$ cat src/rtl/mul_share_sched.sv
// Round-robin scheduler that shares one repeated-addition multiplier
// datapath (A register, B down-counter, P accumulator) among NREQ requesters.
// It arbitrates in IDLE, steers the winner's operands onto the datapath and
// sequences load/clear/accumulate/decrement, then pulses done to the winner.
module mul_share_sched #(
    parameter int WIDTH = 16,
    parameter int NREQ  = 2
) (
    input  logic                    clk,
    input  logic                    rst,
    input  logic [NREQ-1:0]         req,
    input  logic [NREQ*WIDTH-1:0]   a_in,
    input  logic [NREQ*WIDTH-1:0]   b_in,
    input  logic                    eqz,
    output logic [WIDTH-1:0]        opnd_a,
    output logic [WIDTH-1:0]        opnd_b,
    output logic                    ld_a,
    output logic                    ld_b,
    output logic                    clr_p,
    output logic                    ld_p,
    output logic                    dec_b,
    output logic [NREQ-1:0]         gnt,
    output logic [NREQ-1:0]         done,
    output logic                    busy
);

    localparam int unsigned NR   = NREQ;
    localparam int          SELW = (NREQ > 1) ? $clog2(NREQ) : 1;

    typedef enum logic [2:0] {
        IDLE,
        LOAD_A,
        LOAD_B,
        CHECK,
        ACC,
        DONE
    } state_t;

    state_t          state, state_nxt;
    logic [SELW-1:0] sel;
    logic [SELW-1:0] rr_ptr;
    logic            fresh;
    logic [SELW-1:0] winner;
    logic            any_req;

    // Round-robin winner search. rr_ptr resets to 0, so 'fresh' marks that no
    // winner has been recorded yet and the search must start at requester 0
    // rather than rr_ptr+1.
    always_comb begin
        int unsigned idx;
        winner  = '0;
        any_req = 1'b0;
        idx     = 0;
        for (int unsigned k = 0; k < NR; k++) begin
            if (fresh) begin
                idx = k;
            end else begin
                idx = (32'(rr_ptr) + 32'd1 + k) % NR;
            end
            if (!any_req && req[idx]) begin
                any_req = 1'b1;
                winner  = SELW'(idx);
            end
        end
    end

    // State register with winner capture; reset aborts any operation.
    always_ff @(posedge clk) begin
        if (rst) begin
            state  <= IDLE;
            sel    <= '0;
            rr_ptr <= '0;
            fresh  <= 1'b1;
        end else begin
            state <= state_nxt;
            if (state == IDLE && any_req) begin
                sel    <= winner;
                rr_ptr <= winner;
                fresh  <= 1'b0;
            end
        end
    end

    // Next-state logic and control decode from state only.
    always_comb begin
        state_nxt = state;
        ld_a      = 1'b0;
        ld_b      = 1'b0;
        clr_p     = 1'b0;
        ld_p      = 1'b0;
        dec_b     = 1'b0;
        case (state)
            IDLE: begin
                if (any_req) state_nxt = LOAD_A;
            end
            LOAD_A: begin
                ld_a      = 1'b1;
                state_nxt = LOAD_B;
            end
            LOAD_B: begin
                ld_b      = 1'b1;
                clr_p     = 1'b1;
                state_nxt = CHECK;
            end
            CHECK: begin
                state_nxt = eqz ? DONE : ACC;
            end
            ACC: begin
                ld_p      = 1'b1;
                dec_b     = 1'b1;
                state_nxt = CHECK;
            end
            DONE: begin
                state_nxt = IDLE;
            end
            default: begin
                state_nxt = IDLE;
            end
        endcase
    end

    // One-hot grant/done pulses steered by the captured winner.
    always_comb begin
        gnt  = '0;
        done = '0;
        if (state == LOAD_B) gnt[sel] = 1'b1;
        if (state == DONE)   done[sel] = 1'b1;
    end

    assign busy   = (state != IDLE);
    assign opnd_a = a_in[int'(sel)*WIDTH +: WIDTH];
    assign opnd_b = b_in[int'(sel)*WIDTH +: WIDTH];

endmodule
$ cat config.mk
export PLATFORM = sky130hd
export DESIGN_NAME = mul_share_sched
export DESIGN_NICKNAME = d
export VERILOG_FILES = /design/src/rtl/mul_share_sched.sv
export SDC_FILE = /design/constraint.sdc
export NUM_CORES = 1
export LEC_CHECK = 0
export BUFFER_PORTS_ARGS = -buffer_cell sky130_fd_sc_hd__buf_4
export CORE_MARGIN = 5
export CORE_UTILIZATION = 28
export CTS_CLUSTER_SIZE = 16
export DETAILED_ROUTE_END_ITERATION = 16
export GPL_ROUTABILITY_DRIVEN = 0
export PLACE_DENSITY = 0.81
export SYNTH_ARGS = -nofsm -noshare
export SYNTH_HDL_FRONTEND = slang
export SYNTH_SLANG_ARGS = --single-unit
$ cat constraint.sdc
create_clock -name clk -period 1.8 [get_ports clk]
set_input_delay 0.36 -clock clk [delete_from_list [all_inputs] [get_ports clk]]
set_output_delay 0.36 -clock clk [all_outputs]
set_load 0.02 [all_outputs]
# Word-level counts from Yosys, hierarchy flattened
# Index checks and enable logic that the tools add are counted.
# totals
out_inout_bits,42
input_bits,69
regBits,5
wordCells,44
# classes
add_sub_neg,2
muxes,20
reduce_logical,7
eq_ne,6
magnitude_cmp,4
n_shift,2
# op_table
op,count
$lt 32x2->1 const B,2
$shiftx 32x6->16,2
$mux 1,15
$pmux 3 s4,1
$eq 3x2->1 const B,2
$eq 3x3->1 const B,2
$mux 2,2
$eq 3x1->1 const B,1
$logic_and 1x1->1,3
$logic_not 3->1,1
$mux 3,1
$reduce_bool 3->1,1
$add 1x1->1 const B,2
$lt 1x2->1 const B,1
$ne 2x2->1 const B,1
$reduce_or 2->1,1
$demux 1 s1,1
$ge 1x1->1 const B,1
$logic_not 1->1,1

# Longest topological paths before layout
# logic_depth
word_depth,10
depth_mapped,4
depth_no_buf,3

# Worst setup path after synthesis
# Ideal clock, no wire load.
# synth_path
path_type,register to output
from,"register, netlist name rr_ptr"
to,output done[0]
required_time_ps,1440
path_slack_ps,68
arrival_ps,1372
stages_incl_launch_ff,4
path_buffers,2
cell_sequence,dfxtp_1 -> buf_2 -> buf_4 -> nor4_1
# synth_rtl
element,line,text
"end, declared",23,"output logic [NREQ-1:0] done,"

==> metrics.txt <==
run status finished, final reports clean; Worst Tran Pin Value 0.3440 ns; First-pass DRT Iterations 4; FMAX 0.5802 GHz; clk_skew 0.0006596 ns; number of flops mapped to enable cells by yosys 0; DPL Wire Length 3306 microns; synth cell count leaders 25 x mux2_1, 7 x mux2_2, 5 x buf_4, 5 x dfxtp_1, 3 x a21oi_1; largest net degree at the start of global routing 22; crit path kind reg2out; Syn Std Cell Area 674.4 sq um; syn nets 137; CTS tree yes; number of H-tree levels 1; max incr delay on CP 0.36 ns; residual DRC count 0; TritonCTS buffer count 3; Final Critical Period 1.723 ns; Skew-Pair Late Insertion Delay 0.24 ns; period utilisation layout 0.9575; Layout area overhead 126.7%; die area 3490 sq um; final setup TNS 0 ns; total power 910.1 uW; post-cts resize count 0; Post-Synthesis Cells 68; Vias 979; TritonCTS Sinks 5; design area 1529 sq um; first-pass GRT wire length 4988 microns; crit start category register; post-CTS setup buffer count 0; # rows 17; Yosys Warn Count 0; Total Wirelength 3804 microns; CP arrival 1.36 ns; chip height 59.08 microns; hold_buf cts 0; maximum VDD drop 0.4556 mV; final setup vio count 0; cell taking the most area after synthesis mux2_1; share of cells above drive strength 1 0.7232; Worst slew margin 0.7703; max cap viols 0; Fin. Hold Viols 0; HP Class in2reg; ordered list of cells on the worst path buf_4 -> mux2_1 -> buf_4; total track usage 0.1939; Crit Path Max Fanout 21; crit path setup slack, layout 0.07652 ns; most used cell along the critical path buf_4; CP required 1.44 ns; Post-synth top flop dfxtp_1; top area cells in the synthesized netlist mux2_1 42%, dfxtp_1 15%, mux2_2 12%, buf_4 5.6%, a21oi_1 2.2%; nets 247; placed instance area 1503 sq um; n_diodes 0; area share of the largest cell type after synthesis 0.4174; CTS max path bufs 2; fill cell count 195; hold slack 0.3207 ns; I/O pin count 111; Routed wire per std cell 18.56 microns; Iter 0 DRT Violations 68; Netlist cell types 24; RSZ-0062 raised after global routing no; most frequent cell after synthesis mux2_1; clock transition at the registers of the reported paths 0.04 ns; Yosys reg bits 5; Antenna Nets Post-Route 0; static leakage 0.0007933 uW; IO Port Bufs 110; pre-CTS setup slack 0.3363 ns; vias in the first global route 873; Max stage delay cell, worst path mux2_1; Initial Util 0.2991; total grt overflow 0; vias per cell 4.776; Die X-Extent 59.08 microns; CP endpoint kind primary output; Root Driver clkbuf_4; max-slew violation count 0; Mapped Avg Cell Area 9.918 sq um; register area share after synthesis 0.1484; antenna violations before repair 0; ys async rst share 0; CORE AREA 2255 sq um; P per Cell Area 595.3 nW/um^2
## through the flow
| stage | utilization | instances |
|---|---|---|
| after global routing | 0.6781 | 205 |
| after floorplan | - | 68 |
| after global placement | 0.6665 | 201 |
| after detailed placement | 0.6665 | 201 |
| after CTS | 0.6781 | 205 |
| final | 0.6781 | 205 |
## final timing paths
kind | from | endpoint | slack, ns | cells after the start
worst max-delay path | rr_ptr | opnd_a[11] | 0.08 | 3
worst max register to register | rr_ptr | rr_ptr | 0.57 | 3
worst min register to register | fresh | fresh | 0.45 | 1
worst min-delay path | req[0] | rr_ptr | 0.32 | 2
## state kept, by name, summed over array words and instances (netlist names)
signal,cells
state,3
rr_ptr,1
fresh,1
## report_power, final
group	leakage (uW)	internal, uW	total (uW)	switching (uW)
clock	0.0000150	83.6	126	42.8
combinational	0.000737	331	630	299
sequential	0.0000413	128	154	26.1
## logic make-up (layout without fill, tap and decap cells)
kind of cell | count (synthesis) | in the layout | synth area share
AND/OR/NAND/NOR | 12 | 12 | 0.1188
XOR/XNOR | 1 | 1 | 0.01299
buffers and inverters | 10 | 119 | 0.08720
multiplexers | 33 | 33 | 0.5566
flip-flops | 5 | 5 | 0.1484
AO/OA/AOI/OAI | 7 | 7 | 0.07605
## final cells by class
class,count,area (sq um),share of cell area
timing repair buffer,112,840.8,0.5499
multi-input combinational,53,515.5,0.3372
sequential,5,100.1,0.06547
tap,28,35.03,0.02291
clock buffer,4,26.28,0.01718
inverter,3,11.26,0.007365
## worst max-delay path: cells and delay by family, from the launching register on
kind / cells / cell delay [ns]
buffers and inverters: 2 / 0.43
flip-flops: 1 / 0.33
multiplexers: 1 / 0.36
## cells in the final DEF (no fill, tap or decap)
cell type,synthesis,final
buf_4,5,112
mux2_1,25,25
mux2_2,7,7
dfxtp_1,5,5
a21oi_1,3,3
clkbuf_4,0,3
nor3_1,2,2
inv_1,2,2
nor2_1,2,2
inv_2,1,1
nor3_2,1,1
and3_1,1,1
nor2b_1,1,1
nor4_1,1,1
nor3b_1,1,1
and4b_2,1,1
and2_1,1,1
o221a_2,1,1
xor2_1,1,1
nor4b_1,1,1
mux2_4,1,1
a211oi_2,1,1
o21ai_0,1,1
a21o_1,1,1
clkbuf_1,0,1
## layer usage
metal	routed length, microns	GRT usage	up-vias
li1	-	-	469
met1	1519	0.2516	450
met2	1857	0.3218	54
met3	381	0.03050	6
met4	46	0.06796	0
met5	0	0	-
No activity file was read; power rests on OpenSTA's default activity.
